`src/rtl/ctrl_pkg.sv`:
```
// Shared opcodes, state encoding and ALU codes for the multi-cycle control unit.
// Instruction classification helper used by the controller decode logic.
package ctrl_pkg;

    localparam logic [5:0] OP_RTYPE = 6'h00;
    localparam logic [5:0] OP_ADDI  = 6'h08;
    localparam logic [5:0] OP_LW    = 6'h23;
    localparam logic [5:0] OP_SW    = 6'h2B;
    localparam logic [5:0] OP_J     = 6'h02;
    localparam logic [5:0] OP_HALT  = 6'h3F;

    localparam logic [3:0] ALU_ADD  = 4'h0;

    typedef enum logic [2:0] {
        FETCH,
        DECODE,
        EXEC,
        MEM,
        WB,
        HALT,
        ERR
    } state_t;

    typedef enum logic [2:0] {
        C_R,
        C_ADDI,
        C_LW,
        C_SW,
        C_J,
        C_HALT,
        C_ILL
    } iclass_t;

    function automatic iclass_t classify(input logic [5:0] op);
        iclass_t c;
        unique case (1'b1)
            op == OP_RTYPE: c = C_R;
            op == OP_ADDI:  c = C_ADDI;
            op == OP_LW:    c = C_LW;
            op == OP_SW:    c = C_SW;
            op == OP_J:     c = C_J;
            op == OP_HALT:  c = C_HALT;
            default:        c = C_ILL;
        endcase
        return c;
    endfunction

endpackage

```
`src/rtl/ack_timer.sv`:
```
// 8-bit wait counter for req/ack handshakes.
// expired_o flags the waiting cycle that brings the count to LIMIT.
module ack_timer
    import ctrl_pkg::*;
#(
    parameter int unsigned LIMIT = 255
) (
    input  logic clk,
    input  logic rst_n,
    input  logic clr_i,
    input  logic en_i,
    output logic expired_o
);

    logic [7:0] cnt_q;
    logic [7:0] cnt_d;

    always_comb begin
        cnt_d = cnt_q;
        if (clr_i) begin
            cnt_d = '0;
        end else if (en_i) begin
            cnt_d = cnt_q + 8'd1;
        end
    end

    always_ff @(posedge clk or negedge rst_n) begin
        if (!rst_n) begin
            cnt_q <= '0;
        end else begin
            cnt_q <= cnt_d;
        end
    end

    assign expired_o = en_i && (cnt_q == 8'(LIMIT - 1));

endmodule

```
`src/rtl/control_multiciclo.sv`:
```
// Multi-cycle main control: FETCH/DECODE/EXEC/MEM/WB over req/ack memory ports.
// Define CTRL_ILLEGAL_TRAP_EN to trap illegal opcodes into ERR (else they are NOPs).
module control_multiciclo
    import ctrl_pkg::*;
#(
    parameter int unsigned ACK_TIMEOUT = 255
) (
    input  logic        clk,
    input  logic        rst_n,
    input  logic [31:0] instr,
    output logic        i_req,
    input  logic        i_ack,
    output logic        d_req,
    output logic        d_we,
    input  logic        d_ack,
    output logic        ir_we,
    output logic        pc_we,
    output logic        reg_we,
    output logic        pc_src,
    output logic        sel_ext,
    output logic        alu_src,
    output logic [3:0]  alu_op,
    output logic        reg_dst,
    output logic        mem_to_reg,
    output logic        halted,
    output logic        bus_err,
    output logic        ill_op
);

    state_t  state_q;
    state_t  state_d;
    iclass_t cls;

    logic i_req_q;
    logic d_req_q;
    logic d_we_q;
    logic halted_q;
    logic bus_err_q;
    logic fetch_ack;
    logic mem_ack;
    logic waiting;
    logic tmo;
    logic unused_instr;

    assign cls          = classify(instr[31:26]);
    assign unused_instr = ^instr[25:4];

    // Acks only count while the matching request is actually out.
    assign fetch_ack = i_req_q & i_ack;
    assign mem_ack   = d_req_q & d_ack;
    assign waiting   = (i_req_q & ~i_ack) | (d_req_q & ~d_ack);

    ack_timer #(
        .LIMIT(ACK_TIMEOUT)
    ) u_ack_timer (
        .clk      (clk),
        .rst_n    (rst_n),
        .clr_i    (~waiting),
        .en_i     (waiting),
        .expired_o(tmo)
    );

    always_comb begin
        state_d = state_q;
        unique case (state_q)
            FETCH: begin
                if (fetch_ack) begin
                    state_d = DECODE;
                end else if (tmo) begin
                    state_d = ERR;
                end
            end
            DECODE: begin
                unique case (cls)
                    C_HALT:  state_d = HALT;
`ifdef CTRL_ILLEGAL_TRAP_EN
                    C_ILL:   state_d = ERR;
`else
                    C_ILL:   state_d = FETCH;
`endif
                    default: state_d = EXEC;
                endcase
            end
            EXEC: begin
                unique case (cls)
                    C_J:        state_d = FETCH;
                    C_LW, C_SW: state_d = MEM;
                    default:    state_d = WB;
                endcase
            end
            MEM: begin
                if (mem_ack) begin
                    state_d = (cls == C_LW) ? WB : FETCH;
                end else if (tmo) begin
                    state_d = ERR;
                end
            end
            WB:      state_d = FETCH;
            default: state_d = state_q;
        endcase
    end

    // Requests are registered so they stay low during and right after reset.
    always_ff @(posedge clk or negedge rst_n) begin
        if (!rst_n) begin
            state_q   <= FETCH;
            i_req_q   <= 1'b0;
            d_req_q   <= 1'b0;
            d_we_q    <= 1'b0;
            halted_q  <= 1'b0;
            bus_err_q <= 1'b0;
        end else begin
            state_q   <= state_d;
            i_req_q   <= (state_d == FETCH);
            d_req_q   <= (state_d == MEM);
            d_we_q    <= (state_d == MEM) && (cls == C_SW);
            halted_q  <= halted_q | (state_d == HALT);
            bus_err_q <= bus_err_q | tmo;
        end
    end

`ifdef CTRL_ILLEGAL_TRAP_EN
    logic ill_op_q;

    always_ff @(posedge clk or negedge rst_n) begin
        if (!rst_n) begin
            ill_op_q <= 1'b0;
        end else if ((state_q == DECODE) && (cls == C_ILL)) begin
            ill_op_q <= 1'b1;
        end
    end

    assign ill_op = ill_op_q;
`else
    assign ill_op = 1'b0;
`endif

    assign i_req   = i_req_q;
    assign d_req   = d_req_q;
    assign d_we    = d_we_q;
    assign halted  = halted_q;
    assign bus_err = bus_err_q;

    always_comb begin
        ir_we      = 1'b0;
        pc_we      = 1'b0;
        reg_we     = 1'b0;
        pc_src     = 1'b0;
        sel_ext    = 1'b0;
        alu_src    = 1'b0;
        alu_op     = ALU_ADD;
        reg_dst    = 1'b0;
        mem_to_reg = 1'b0;
        unique case (state_q)
            FETCH: begin
                ir_we = fetch_ack;
                pc_we = fetch_ack;
            end
            EXEC: begin
                unique case (cls)
                    C_R: begin
                        alu_op  = instr[3:0];
                        reg_dst = 1'b1;
                    end
                    C_ADDI, C_LW, C_SW: begin
                        alu_src = 1'b1;
                        alu_op  = ALU_ADD;
                    end
                    C_J: begin
                        sel_ext = 1'b1;
                        pc_src  = 1'b1;
                        pc_we   = 1'b1;
                    end
                    default: ;
                endcase
            end
            WB: begin
                reg_we     = 1'b1;
                mem_to_reg = (cls == C_LW);
                reg_dst    = (cls == C_R);
            end
            default: ;
        endcase
    end

endmodule

```
`config.mk`:
```
export PLATFORM = sky130hd
export DESIGN_NAME = control_multiciclo
export DESIGN_NICKNAME = d
export VERILOG_FILES = /design/src/rtl/ctrl_pkg.sv /design/src/rtl/ack_timer.sv /design/src/rtl/control_multiciclo.sv
export SDC_FILE = /design/constraint.sdc
export NUM_CORES = 1
export LEC_CHECK = 0
export ABC_AREA = 1
export ABC_CLOCK_PERIOD_IN_PS = 1750
export BUFFER_PORTS_ARGS = -buffer_cell sky130_fd_sc_hd__clkbuf_2
export CAP_MARGIN = 10
export CORE_MARGIN = 3
export CORE_UTILIZATION = 45
export DETAILED_ROUTE_END_ITERATION = 10
export GPL_ROUTABILITY_DRIVEN = 0
export GPL_TIMING_DRIVEN = 1
export HOLD_SLACK_MARGIN = 0.03
export PLACE_DENSITY = 0.8
export SKIP_LAST_GASP = 1
export SLEW_MARGIN = 25
export SYNTH_ARGS = -nofsm -noshare
export SYNTH_HDL_FRONTEND = slang
export SYNTH_SLANG_ARGS = --single-unit
```
`constraint.sdc`:
```
create_clock -name clk -period 1.75 [get_ports clk]
set_input_delay 0.35 -clock clk [delete_from_list [all_inputs] [get_ports clk]]
set_output_delay 0.35 -clock clk [all_outputs]
set_load 0.02 [all_outputs]
```
## Word level (Yosys, flattened, before mapping)

Index checks and enable logic that the tools add are counted.

- Output and inout port bits: 18
- Flip-flop bits (word level): 16
- Input port bits: 36
- Word-level logic and storage cells: 64

- Reductions and logical operators: 8
- $add $sub $neg: 1
- Eq/ne operators: 18
- Muxes and demuxes: 21
- Bitwise logic cells: 9

Operators with widths:

| cell | number |
|---|---|
| == test 6 bit (second input constant) | 3 |
| case mux 3 bit (6 select lines) | 1 |
| == test 3 x 2 -> 1 bit (second input constant) | 5 |
| == test 3 bit (second input constant) | 5 |
| case mux 3 bit (5 select lines) | 1 |
| 2-to-1 mux 3 bit | 4 |
| case mux 3 bit (2 select lines) | 2 |
| logical NOT 3 bit | 3 |
| adder 8 x 1 -> 8 bit (second input constant) | 1 |
| == test 8 bit (second input constant) | 1 |
| 2-to-1 mux 1 bit | 8 |
| 2-to-1 mux 4 bit | 2 |
| 2-to-1 mux 8 bit | 1 |
| == test 3 x 1 -> 1 bit (second input constant) | 2 |
| == test 6 x 2 -> 1 bit (second input constant) | 1 |
| == test 6 x 4 -> 1 bit (second input constant) | 1 |
| logical NOT 6 bit | 1 |
| bitwise AND 1 bit | 4 |
| case mux 1 bit (2 select lines) | 2 |
| OR 1 bit | 3 |
| OR reduction 3 bit | 1 |
| logical AND 1 bit | 2 |
| inverter 1 bit | 2 |
| OR reduction 2 bit | 1 |

## Depth between registers and ports, before layout

Gate-level depths: netlist of the first run.

- Depth in word-level cells: 9
- Mapped depth: 12
- Mapped depth without buffers: 12

## By module

From an unflattened synthesis of the first run, not the netlist that was laid out.

- Cell total of the unflattened synthesis: 170
- Area total of the unflattened synthesis: 1,182.4 µm²

Modules (own cells, without submodules):

| module | instances | cells each | sequential area each (µm²) | area each (µm²) |
|---|---|---|---|---|
| control_multiciclo | 1 | 106 | 200.2 | 708.2 |
| ack_timer | 1 | 64 | 200.2 | 474.2 |

## Worst setup path after synthesis of the first run

OpenSTA, ideal clock, no wires.

- Path kind: in2out
- From: input port instr[28]
- To: output port alu_op[0]
- Path buffers: 0
- Path slack: -44 ps
- Stages on the path: 7
- Arrival: 1,444 ps
- Data required time: 1,400 ps
- Cells stage by stage: nor2_1 > nand2_2 > nand2_2 > nor2_1 > nor2_1 > nand2_1 > nor3b_1

- Word-level cells in the longest chain between the ends: 5
- Elaborated cells between the ends (all ways): 10
- Classes of those cells: eq/ne: 5; mux: 3; reduce/logical: 2

Ends and longest elaborated chain:

| what | RTL line | RTL |
|---|---|---|
| start: declaration | control_multiciclo.sv:10 | `input logic [31:0] instr,` |
| == test 6 bit, or another cell as far along | ctrl_pkg.sv:42 | `op == OP_HALT: c = C_HALT;` |
| case mux 3 bit (6 select lines) * | ctrl_pkg.sv:36 | `unique case (1'b1)` |
| logical NOT 3 bit * | control_multiciclo.sv:160 | `unique case (cls)` |
| 2-to-1 mux 4 bit * | control_multiciclo.sv:160 |  |
| 2-to-1 mux 4 bit * | control_multiciclo.sv:154 | `unique case (state_q)` |
| end: declaration | control_multiciclo.sv:22 | `output logic [3:0] alu_op,` |

Mark *: on every way between the ends. The rest lies on a longest branch, timed or not.

## Worst setup path after layout of the first run

- From: register state_q[1]
- To: output port mem_to_reg

- Word-level cells in the longest chain between the ends: 2

Ends and longest elaborated chain:

| what | RTL line | RTL |
|---|---|---|
| start: declaration | control_multiciclo.sv:30 | `state_t state_q;` |
| start signal: assignment | control_multiciclo.sv:113 | `state_q <= state_d;` |
| == test 3 bit | control_multiciclo.sv:154 |  |
| 2-to-1 mux 1 bit | control_multiciclo.sv:154 |  |
| end: declaration | control_multiciclo.sv:24 | `output logic mem_to_reg,` |

Every way passes these cells.

==> results of run 1 <==
sequential cells by signal, summed over array words and instances, names as in the netlist:
signal and count:
u_ack_timer.cnt_q 8, d_we 1, i_req 1, halted 1, d_req 1, bus_err 1, state_q 3
cell usage in the layout (no fill, tap or decap), types with 2 or more instances in the layout:
| master | instances |
|---|---|
| buf_4 | 31 |
| nand2_1 | 24 |
| inv_1 | 16 |
| nor2_1 | 15 |
| dfrtp_1 | 14 |
| clkbuf_2 | 13 |
| nor2_2 | 11 |
| nand3_1 | 10 |
| nor2_4 | 8 |
| nand2_2 | 7 |
| inv_2 | 6 |
| a21oi_1 | 6 |
| nor3_1 | 5 |
| buf_6 | 5 |
| nand2_4 | 4 |
| nand3_2 | 4 |
| o21ai_0 | 4 |
| nor3b_2 | 4 |
| buf_8 | 4 |
| clkbuf_4 | 3 |
| inv_4 | 2 |
| o21ai_2 | 2 |
| ha_1 | 2 |
| dfrtp_2 | 2 |
area by class of cell:
cell class	count	area (µm²)
multi-input cells	118	781
clock buffers	3	22.5
repair buffers	54	424
fillers	139	515
flip-flops and latches	16	403
well taps	28	35.0
inverters	24	95.1
power by group through the flow:
stage | Clock, mW | Sequential, mW | Combinational [mW]
finish | 0.186 | 0.477 | 0.690
CTS | 0.189 | 0.476 | 0.486
floorplan | 0 | 0.482 | 0.278
detailed placement | 0 | 0.473 | 0.421
global placement | 0 | 0.469 | 0.409
global route | 0.201 | 0.482 | 0.735
logic make-up after synthesis:
kind of cell	count (synthesis)	share of synthesized area [%]
flops	16	35.8
simple gates	100	44.9
buf+inv	26	9.41
compound gates	14	6.49
fa+ha+maj	2	2.24
xor+xnor	1	0.784
other cells	1	0.336
final timing paths:
path	to	depth (start not counted)	slack, ps	startpoint
max reg2reg	d_we$_DFF_PN0_	10	10	state_q[1]$_DFF_PN0_
max	mem_to_reg	4	-90	state_q[1]$_DFF_PN0_
min	d_we$_DFF_PN0_	4	430	instr[29]
min reg2reg	halted$_DFF_PN0_	2	480	halted$_DFF_PN0_
min in group asynchronous	u_ack_timer.cnt_q[0]$_DFF_PN0_	2	510	rst_n
max in group asynchronous	state_q[1]$_DFF_PN0_	2	920	rst_n
synth_stat cells:
cell / count / share of area, %
nand4_4: 1 / 1.9
nand2_1: 30 / 10
nand3_2: 1 / 0.90
nand3_1: 13 / 5.8
nand4_2: 1 / 1.1
o21bai_1: 1 / 0.67
ha_1: 2 / 2.2
nand2_2: 5 / 2.8
nor2_2: 7 / 3.9
nor4_1: 1 / 0.56
xor2_1: 1 / 0.78
nor3b_1: 5 / 3.4
nor2_4: 1 / 1.0
nor2_1: 26 / 8.7
dfrtp_1: 16 / 36
nor3_1: 6 / 2.7
o21ai_0: 6 / 2.7
inv_1: 19 / 6.4
nand4_1: 1 / 0.56
or2_2: 1 / 0.56
nor3_2: 1 / 0.90
a21oi_1: 7 / 3.1
inv_2: 5 / 1.7
buf_4: 2 / 1.3
conb_1: 1 / 0.34
layer usage:
| metal | global-route usage, % | routed length, µm | vias up |
|---|---|---|---|
| met5 | 0 | 0 | - |
| met4 | 4.41 | 210 | 0 |
| met3 | 5.10 | 360 | 29 |
| met2 | 38.0 | 2030 | 84 |
| met1 | 24.9 | 1450 | 624 |
| li1 | - | - | 619 |
critical path: stages, from the launching register on:
cell	delay, ps
dfrtp_2	480
nor2_4	140
inv_4	70
nor4_2	290
buf_4	220
repair_timing:
item,CTS,global route
setup buffers,8,6
endpoints found under the setup margin,11,13
gates resized for setup,29,66
hold buffers,1,0
pin swaps,7,18
endpoints found under the hold margin,16,0
metrics by stage:
step	hold WS, ps	worst slack (ps)	instances
CTS	461	-55.5	237
global placement	280	-19.7	225
global route	436	-145	243
detailed placement	293	-98.5	225
floorplan	54.4	-44.0	160
finish	435	-85.2	243
==> results.env, run 1 <==
RESULT_OF_THE_RUN='complete, but fails checks'
VIOLATIONS='negative setup slack'
FINALINSTANCEAREA_UM2=1760
SYNTH_SEQ_AREA_SHARE_PCT=35.8
YOSYS_REGISTER_BITS=16
TIMING.FINAL.HOLD_VIOLATIONS=0
POST-ROUTE-PERIOD-UTIL_PCT=105
POWER.SWITCHING_FRACTION_PCT=41.8
IO_BUFFERS=30
GRT_FIRST_PASS_WIRELENGTH_UM=5290
DP_HPWL_UM=2230
ROUTED_VIA_DENSITY=5.58
WORST_SETUP_PATH_END_KIND='output pin'
PATH_MAX_FANOUT=4
IOPINCOUNT=54
CLKTRANSATPATHREGS_PS=90
TIMING.SETUP.CRITICAL_PATH_CLASS='reg2out'
CTS.SINKS=16
FINAL_LAYOUT_SIZE_SUFFIX_GT1_SHARE_PCT=52.6
COMB_POWER_SHARE_PCT=51.0
COUNT_OF_DIFFERENT_CELL_MASTERS_AFTER_SYNTHESIS=25
TRITONCTS='done'
VIAS=1356
SLEW_VIOLATIONS=0
MAPPED_CELL_AREA_UM2=1120
MAX_CAPACITANCE_VIOLATION_TOTAL=0
SKEW_PS=9.37
FIRST_ITER_VIOLATIONS=110
POST_SYNTH_INST_COUNT=160
MAX-CLOCK-PATH-BUFFERS=2
DETAILEDROUTE.FIRSTPASSITERATIONCOUNT=5
CORE_AREA_UM2=2280
CP_DATA_ARRIVAL_TIME_PS=1490
IRDROPWORSTVDD_mV=0.706
DIE_H_UM=55.8
DRT.ANTENNA.VIOLATING_NETS=0
ANTENNADIODECOUNT=0
FLOW.AREA_GROWTH_FROM_SYNTHESIS_PCT=57.6
RSZ_0062_RAISED_AFTER_GLOBAL_ROUTING='true'
PWR-SHARE-SEQ_PCT=35.3
SETUP_VIOLATIONS=11
ROUTED_WL_UM=4050
POWER_DENSITY_nW_PER_UM2=768
YS.WARNINGS.COUNT=0
NET-SWITCHING-POWER_mW=0.566
GRT_UTIL_ALL_LAYERS_PCT=20.9
SYNTH_NETS=198
FIRST_GLOBAL_VIAS=1212
START_KIND='flip-flop'
REQUIRED_PS=1400
WIRE_PER_INST_UM=16.7
FINAL.MIN_CLOCK_PERIOD_PS=1840
SETUP_TOTAL_NEGATIVE_SLACK_PS=-540
HTREE_LEVELS=1
CTS_MADE_BUFFERS=3
ACHIEVABLE-FREQUENCY_MHz=545
CLK_ROOT_BUFFER_CELL='clkbuf_4'
POWER.INTERNAL_mW=0.787
P_LEAK_nW=0.848
HOLD_PATH_CLASS='in2reg'
ROWS=17
POSTSYNTHAREAPERCELL_UM2=6.98
GRT_MAX_DEGREE=17
DRC=0
FINALNETCOUNT=255
P_CLK_SHARE_PCT=13.8
STARTING_UTILIZATION_OF_THE_CORE_AREA_PCT=49.1
FINALCOREUTILIZATION_PCT=77.4
GRT-OVFL-TOTAL=0
CLKLATENCYLATEPIN_PS=280
P_TOTAL_mW=1.35
PLACEMENT.CELL_AREA_UM2=1360
DIE_WIDTH_UM=55.8
GRT_ANTENNA_BEFORE_REPAIR=0
FINAL_CRITICAL_PATH_SETUP_SLACK_PS=-85.2
DIE_AREA_UM2=3120
Note: power is estimated with default switching activity, not from simulation.
==> inputs of run 2 (changes only) <==
ABC_AREA = unset   (was 1)
CORE_MARGIN = unset   (was 3)
CORE_UTILIZATION = 44   (was 45)
CTS_BUF_LIST = sky130_fd_sc_hd__clkbuf_16   (was unset)
==> results.env, run 2 <==
RESULT_OF_THE_RUN='complete, but fails checks'
VIOLATIONS='negative setup slack'
YS.WARNINGS.COUNT=0  # unchanged
WL_MET1_UM=1080  # -26%
CORE_AREA_UM2=2210  # -2.8%
ROUTED_WL_UM=2680  # -34%
POST_SYNTH_INST_COUNT=117  # -27%
MAPPED_CELL_AREA_UM2=1040  # -6.7%
SYNTH_SEQ_AREA_SHARE_PCT=38.4  # +2.6 points
SYNTHMOSTINSTANTIATEDCELL='dfrtp_1'
WORST-PATH-BUF-INV=2  # unchanged
CLK_ROOT_BUFFER_CELL='clkbuf_16'
FINAL_LAYOUT_SIZE_SUFFIX_GT1_SHARE_PCT=50.3  # -2.3 points
POWER_DENSITY_nW_PER_UM2=546  # -29%
WORST_SETUP_PATH_END_KIND='output pin'
SKEW_PS=2.98  # -6.39 ps
COMB_POWER_SHARE_PCT=6.7  # -44 points
DRT.ANTENNA.VIOLATING_NETS=0  # unchanged
SYNTH_ASYNC_SR_FLOP_SHARE_PCT=100  # unchanged
ACHIEVABLE-FREQUENCY_MHz=544  # about the same
POWER.SWITCHING_FRACTION_PCT=18.7  # -23 points
DETAILROUTE.WIRELENGTH.MET3_UM=115  # -68%
IOPINCOUNT=54  # unchanged
DETAILEDROUTE.FIRSTPASSITERATIONCOUNT=4  # -1
SYNTH.AREA.TOP_CELLS='dfrtp_1 (38%), nor3_1 (4.3%), nand2_1 (4.0%), nor2_1 (3.2%), and2_1 (3.0%)'
NET-SWITCHING-POWER_mW=0.160  # -72%
IO_BUFFERS=30  # unchanged
POST_CTS_HOLD_BUFFER_COUNT=0  # -1
DRC=0  # unchanged
ROUTED_VIA_DENSITY=5.53  # -0.84%
MAXUSEDROUTINGLAYER='met4'
FIRST_GLOBAL_VIAS=1029  # -15%
CLKLATENCYLATEPIN_PS=240  # -40 ps
FINAL_COMMON_CELL='buf_4'
POSTSYNTHAREAPERCELL_UM2=8.91  # +28%
REG2REG_SETUP_SLACK_PS=-20  # -30 ps
P_LEAK_nW=0.733  # -14%
P_CLK_SHARE_PCT=49.8  # +36 points
CTS.SINKS=16  # unchanged
FINAL_CRITICAL_PATH_SETUP_SLACK_PS=-86.8  # -1.56 ps
LARGEST_REGISTER='u_ack_timer.cnt_q'
YS_TOP_CELLS_BY_COUNT='dfrtp_1 (16), nand2_1 (11), nor2_1 (9), nor3_1 (9), nand3_1 (6)'
MAX_STAGE_DELAY_PS=440  # -40 ps
SETUP_TOTAL_NEGATIVE_SLACK_PS=-203  # +337 ps
TRITONCTS='done'
MAX-CLOCK-PATH-BUFFERS=2  # unchanged
SLEW_VIOLATIONS=0  # unchanged
YOSYS_REGISTER_BITS=16  # unchanged
WL_MET2_UM=1430  # -29%
RR_STARTPOINT='state_q[0]$_DFF_PN0_'
LARGEST_REGISTER_FFS=8  # unchanged
CLKTRANSATPATHREGS_PS=50  # -40 ps
TIMING.RR.END='d_we$_DFF_PN0_'
GRT_ANTENNA_BEFORE_REPAIR=0  # unchanged
GRT-OVFL-TOTAL=0  # unchanged
DIE_H_UM=50.7  # -9.2%
ANTENNADIODECOUNT=0  # unchanged
POST-ROUTE-PERIOD-UTIL_PCT=105  # about the same
MAX_CAPACITANCE_VIOLATION_TOTAL=0  # unchanged
DIE_WIDTH_UM=50.7  # -9.2%
SYNTH_NETS=155  # -22%
PATH_MAX_FANOUT=5  # +1
CRIT_CHAIN='nand2b_4 -> buf_4 -> nor3b_4 -> nand2b_1 -> clkbuf_8'
REQUIRED_PS=1400  # about the same
SETUP_VIOLATIONS=4  # -7
CP_DATA_ARRIVAL_TIME_PS=1490  # about the same
PWR-SHARE-SEQ_PCT=43.4  # +8.1 points
FINALNETCOUNT=207  # -19%
SYNTH_TOP_CELL_AREA_SHARE_PCT=38.4  # +2.6 points
TIMING.SETUP.CRITICAL_PATH_CLASS='reg2out'
SYNTH_EDF_COUNT=0  # unchanged
VIAS=1079  # -20%
WORSTSETUPPATHDEPTH=5  # +1
GRT_FIRST_PASS_WIRELENGTH_UM=4300  # -19%
DP_HPWL_UM=1840  # -17%
PLACEMENT.SETUP.WORST_SLACK_PS=-164  # -65.9 ps
LAYOUT.CELLS.MOST_COMMON_LIST='buf_4 (25), clkbuf_2 (24), dfrtp_1 (13), nand2_1 (11), nor2_1 (9)'
WORST_HOLD_SLACK_PS=21.9  # -413 ps
SYNTH.LARGEST_AREA_CELL='dfrtp_1'
DIE_AREA_UM2=2570  # -18%
TIMING.FINAL.HOLD_VIOLATIONS=0  # unchanged
COUNT_OF_DIFFERENT_CELL_MASTERS_AFTER_SYNTHESIS=37  # +48%
FINAL.MIN_CLOCK_PERIOD_PS=1840  # +1.56 ps
STARTING_UTILIZATION_OF_THE_CORE_AREA_PCT=47.1  # -2.0 points
TIMING.CRITICAL_PATH.SLOWEST_STAGE_CELL='dfrtp_2'
GRT_MAX_DEGREE=17  # unchanged
GRT_UTIL_ALL_LAYERS_PCT=22.6  # +1.7 points
ROWS=17  # unchanged
HOLD_PATH_CLASS='in2async'
FLOW.AREA_GROWTH_FROM_SYNTHESIS_PCT=50.1
START_KIND='flip-flop'
WORSTREGTOREGCELLS=7  # -3
CTS_MADE_BUFFERS=3  # unchanged
RSZ_0062_RAISED_AFTER_GLOBAL_ROUTING='true'
FIRST_ITER_VIOLATIONS=20  # -82%
TOP_REGS='u_ack_timer.cnt_q x8, state_q x3'
POWER.INTERNAL_mW=0.695  # -12%
WIRE_PER_INST_UM=13.7  # -18%
HTREE_LEVELS=1  # unchanged
PATH_DELAY_FAMILY='simple AND/OR/NAND/NOR gates'
IRDROPWORSTVDD_mV=0.616  # -13%
P_TOTAL_mW=0.855  # -37%
MAIN_SYNTH_FF_TYPE='dfrtp_1'
-- run 2: cell count changes after synthesis, sizes merged, moves of 5 or more --
| cell | delta |
|---|---|
| nor2 | -25 |
| nand2 | -24 |
| inv | -19 |
| nand3 | -7 |
| and2 | +5 |
-- run 2: timing repair --
action | CTS | global route
setup endpoints to repair | 12 | 13
gates resized for setup | 18 | 13
pin swaps | 2 | 2
setup buffers | 3 | 6
-- run 2: area by class of cell --
cell class	count	area [µm²]
tap	28	35.0
multi-input combinational	90	677
timing repair buffer	53	354
sequential	16	404
inverter	5	18.8
clock buffer	3	75.1
fill	169	648
-- run 2: worst max path at each step --
stage                          from              to  slack [ps]
2_1_floorplan             instr[28]           pc_we         -10
3_3_place_gp              instr[28]  d_we$_DFF_PN0_        -100
3_5_place_dp              instr[28]  d_we$_DFF_PN0_        -160
4_1_cts        state_q[0]$_DFF_PN0_           pc_we         -70
5_1_grt        state_q[0]$_DFF_PN0_  d_we$_DFF_PN0_        -140
6_report       state_q[0]$_DFF_PN0_           pc_we         -90
-- run 2: kinds of logic after synthesis --
| kind of cell | count (synthesis) | share of synthesized area, % |
|---|---|---|
| adder cells (fa/ha/maj) | 2 | 2.40 |
| AO/OA/AOI/OAI | 17 | 14.3 |
| AND/OR/NAND/NOR | 65 | 34.7 |
| other | 1 | 0.360 |
| buffers and inverters | 11 | 5.64 |
| flip-flops | 16 | 38.4 |
| XOR/XNOR | 5 | 4.20 |
-- run 2: power groups by stage --
stage | Combinational, mW | Clock [mW] | Sequential, mW
finish | 0.0576 | 0.426 | 0.371
global route | 0.0643 | 0.451 | 0.370
CTS | 0.0542 | 0.433 | 0.371
detailed placement | 0.0505 | 0 | 0.377
global placement | 0.0483 | 0 | 0.377
floorplan | 0.0155 | 0 | 0.377
-- run 2: through the flow --
stage                     std cells  util [%]  instance area (µm²)
after CTS                       189      66.7                 1480
after global placement          183      58.9                 1300
final                           195      70.7                 1560
after global routing            195      70.7                 1560
after floorplan                 117         -                 1050
after detailed placement        183      58.9                 1300
-- run 2: layer usage --
layer / track usage, % / vias to the layer above
met1: 23.5 / 515
met3: 3.33 / 7
met5: 0 / -
li1: - / 513
met2: 42.9 / 44
met4: 11.6 / 0
==> inputs of run 3 (changes only) <==
PLACE_DENSITY = unset   (was 0.8)
PLACE_DENSITY_LB_ADDON = 0.08   (was unset)
==> results.env, run 3 (synthesis results as in run 2) <==
IRDROPWORSTVDD_mV=0.654  # +6.1%
WORST_SETUP_PATH_END_KIND='output pin'
LAYOUT.CELLS.MOST_COMMON_LIST='buf_4 (28), clkbuf_2 (20), dfrtp_1 (13), nand2_1 (10), nor2_1 (9)'
STARTING_UTILIZATION_OF_THE_CORE_AREA_PCT=47.1  # unchanged
POWER_DENSITY_nW_PER_UM2=515  # -5.7%
SETUP_VIOLATIONS=3  # -1
HOLD_PATH_CLASS='in2async'
LARGEST_REGISTER_FFS=8  # unchanged
START_KIND='flip-flop'
MAX-CLOCK-PATH-BUFFERS=2  # unchanged
PATH_MAX_FANOUT=5  # unchanged
FINAL_COMMON_CELL='buf_4'
DIE_H_UM=50.7  # unchanged
FLOW.AREA_GROWTH_FROM_SYNTHESIS_PCT=60.7
LARGEST_REGISTER='u_ack_timer.cnt_q'
TRITONCTS='done'
DRC=0  # unchanged
REG2REG_SETUP_SLACK_PS=40  # +60 ps
REQUIRED_PS=1400  # about the same
FIRST_GLOBAL_VIAS=1086  # +5.5%
ROUTED_VIA_DENSITY=5.47  # -1.2%
CTS_MADE_BUFFERS=3  # unchanged
ROWS=17  # unchanged
SKEW_PS=1.93  # -1.05 ps
TIMING.SETUP.CRITICAL_PATH_CLASS='reg2out'
FINALINSTANCEAREA_UM2=1680  # +7.1%
MAX_CAPACITANCE_VIOLATION_TOTAL=0  # unchanged
TIMING.RR.END='i_req$_DFF_PN0_'
VIAS=1088  # +0.83%
CRIT_PATH_START='state_q[0]$_DFF_PN0_'
FIRST_ITER_VIOLATIONS=20  # unchanged
CP-ENDPOINT='alu_src'
POST-ROUTE-PERIOD-UTIL_PCT=104  # -0.93 points
P_TOTAL_mW=0.863  # +0.96%
MAX_STAGE_DELAY_PS=430  # about the same
IO_BUFFERS=30  # unchanged
SLEW_VIOLATIONS=0  # unchanged
FINAL.MIN_CLOCK_PERIOD_PS=1820  # -16.3 ps
CLKTRANSATPATHREGS_PS=50  # about the same
IOPINCOUNT=54  # unchanged
GRT_FIRST_PASS_WIRELENGTH_UM=4660  # +8.5%
RESULT_OF_THE_RUN='complete, but fails checks'
PLACEMENT.CELL_AREA_UM2=1340  # +2.7%
GRT_MAX_DEGREE=17  # unchanged
GRT-OVFL-TOTAL=0  # unchanged
CP_DATA_ARRIVAL_TIME_PS=1470  # -20 ps
DETAILEDROUTE.FIRSTPASSITERATIONCOUNT=4  # unchanged
FINALCOREUTILIZATION_PCT=75.7  # +5.0 points
DIE_AREA_UM2=2570  # unchanged
CLK_ROOT_BUFFER_CELL='clkbuf_16'
TIMING.CRITICAL_PATH.SLOWEST_STAGE_CELL='dfrtp_2'
GRT_UTIL_ALL_LAYERS_PCT=24.1  # +1.5 points
CORE_AREA_UM2=2210  # unchanged
DP_HPWL_UM=1920  # +4.1%
CRIT_CHAIN='nand2b_4 -> or3_4 -> a21oi_2 -> clkbuf_8'
FINALNETCOUNT=211  # +1.9%
P_LEAK_nW=0.777  # +6.1%
DIE_WIDTH_UM=50.7  # unchanged
RR_STARTPOINT='state_q[2]$_DFF_PN0_'
FINAL_CRITICAL_PATH_SETUP_SLACK_PS=-70.5  # +16.3 ps
ACHIEVABLE-FREQUENCY_MHz=549  # +0.89%
ANTENNADIODECOUNT=0  # unchanged
RSZ_0062_RAISED_AFTER_GLOBAL_ROUTING='true'
WORSTREGTOREGCELLS=7  # unchanged
POST-PLACE-CELLS=186  # +1.6%
TOP_REGS='u_ack_timer.cnt_q x8, state_q x3'
NUMBER_OF_STANDARD_CELLS_IN_THE_FINAL_LAYOUT_EXCLUDING_FILLERS=199  # +2.1%
TIMING.FINAL.HOLD_VIOLATIONS=0  # unchanged
CLKLATENCYLATEPIN_PS=240  # about the same
POST_CTS_HOLD_BUFFER_COUNT=0  # unchanged
CTS.SINKS=16  # unchanged
WIRE_PER_INST_UM=14.7  # +6.7%
VIOLATIONS='negative setup slack'
DRT.ANTENNA.VIOLATING_NETS=0  # unchanged
ROUTED_WL_UM=2920  # +8.9%
HTREE_LEVELS=1  # unchanged
FINAL_LAYOUT_SIZE_SUFFIX_GT1_SHARE_PCT=54.4  # +4.1 points
GRT_ANTENNA_BEFORE_REPAIR=0  # unchanged
-- run 3: area by class of cell --
type | instances | area (µm²)
inverters | 5 | 18.8
well taps | 28 | 35.0
repair buffers | 57 | 424
flip-flops and latches | 16 | 404
clock buffers | 3 | 75.1
multi-input cells | 90 | 718
fillers | 148 | 537
-- run 3: how the worst min path moves through the flow --
stage,to,depth (start not counted),slack (ps),start
6_report,bus_err$_DFF_PN0_,1,30,rst_n
5_1_grt,d_we$_DFF_PN0_,1,70,rst_n
4_1_cts,bus_err$_DFF_PN0_,1,40,rst_n
3_5_place_dp,halted$_DFF_PN0_,1,300,rst_n
3_3_place_gp,bus_err$_DFF_PN0_,1,290,rst_n
2_1_floorplan,bus_err$_DFF_PN0_,0,50,rst_n
-- run 3: worst max-delay path: cells and delay by family, from the launching register on --
family | cells | cell delay, ps
buf+inv | 1 | 160
simple gates | 2 | 520
compound gates | 1 | 130
flops | 1 | 430
-- run 3: timing repair --
action | in CTS | in global routing
cloned | 0 | 0
buffers inserted | 7 | 3
resized for setup | 19 | 32
endpoints found under the setup margin | 12 | 15
pin swaps | 1 | 9
hold endpoints to repair | 0 | 0
-- run 3: per-stage QoR --
step	setup WS [ps]	hold slack, ps	TNS, ps
after floorplan	-10.1	54.4	-10.1
after global placement	-101	292	-258
after detailed placement	-150	298	-663
after CTS	-68.5	44.2	-173
after global routing	-97.4	73.2	-353
final	-70.5	28.1	-151
-- run 3: layer usage --
layer / vias up / GRT usage [%] / share of wire [%]
li1: 521 / - / -
met1: 530 / 27.0 / 43
met2: 29 / 45.8 / 51
met3: 8 / 3.64 / 3.7
met4: 0 / 7.87 / 2.3
met5: - / 0 / 0
-- run 3: power by group --
group          switching, mW  internal, mW
registers                  0         0.371
clock network          0.133         0.299
logic                 0.0352        0.0244
total                  0.168         0.695
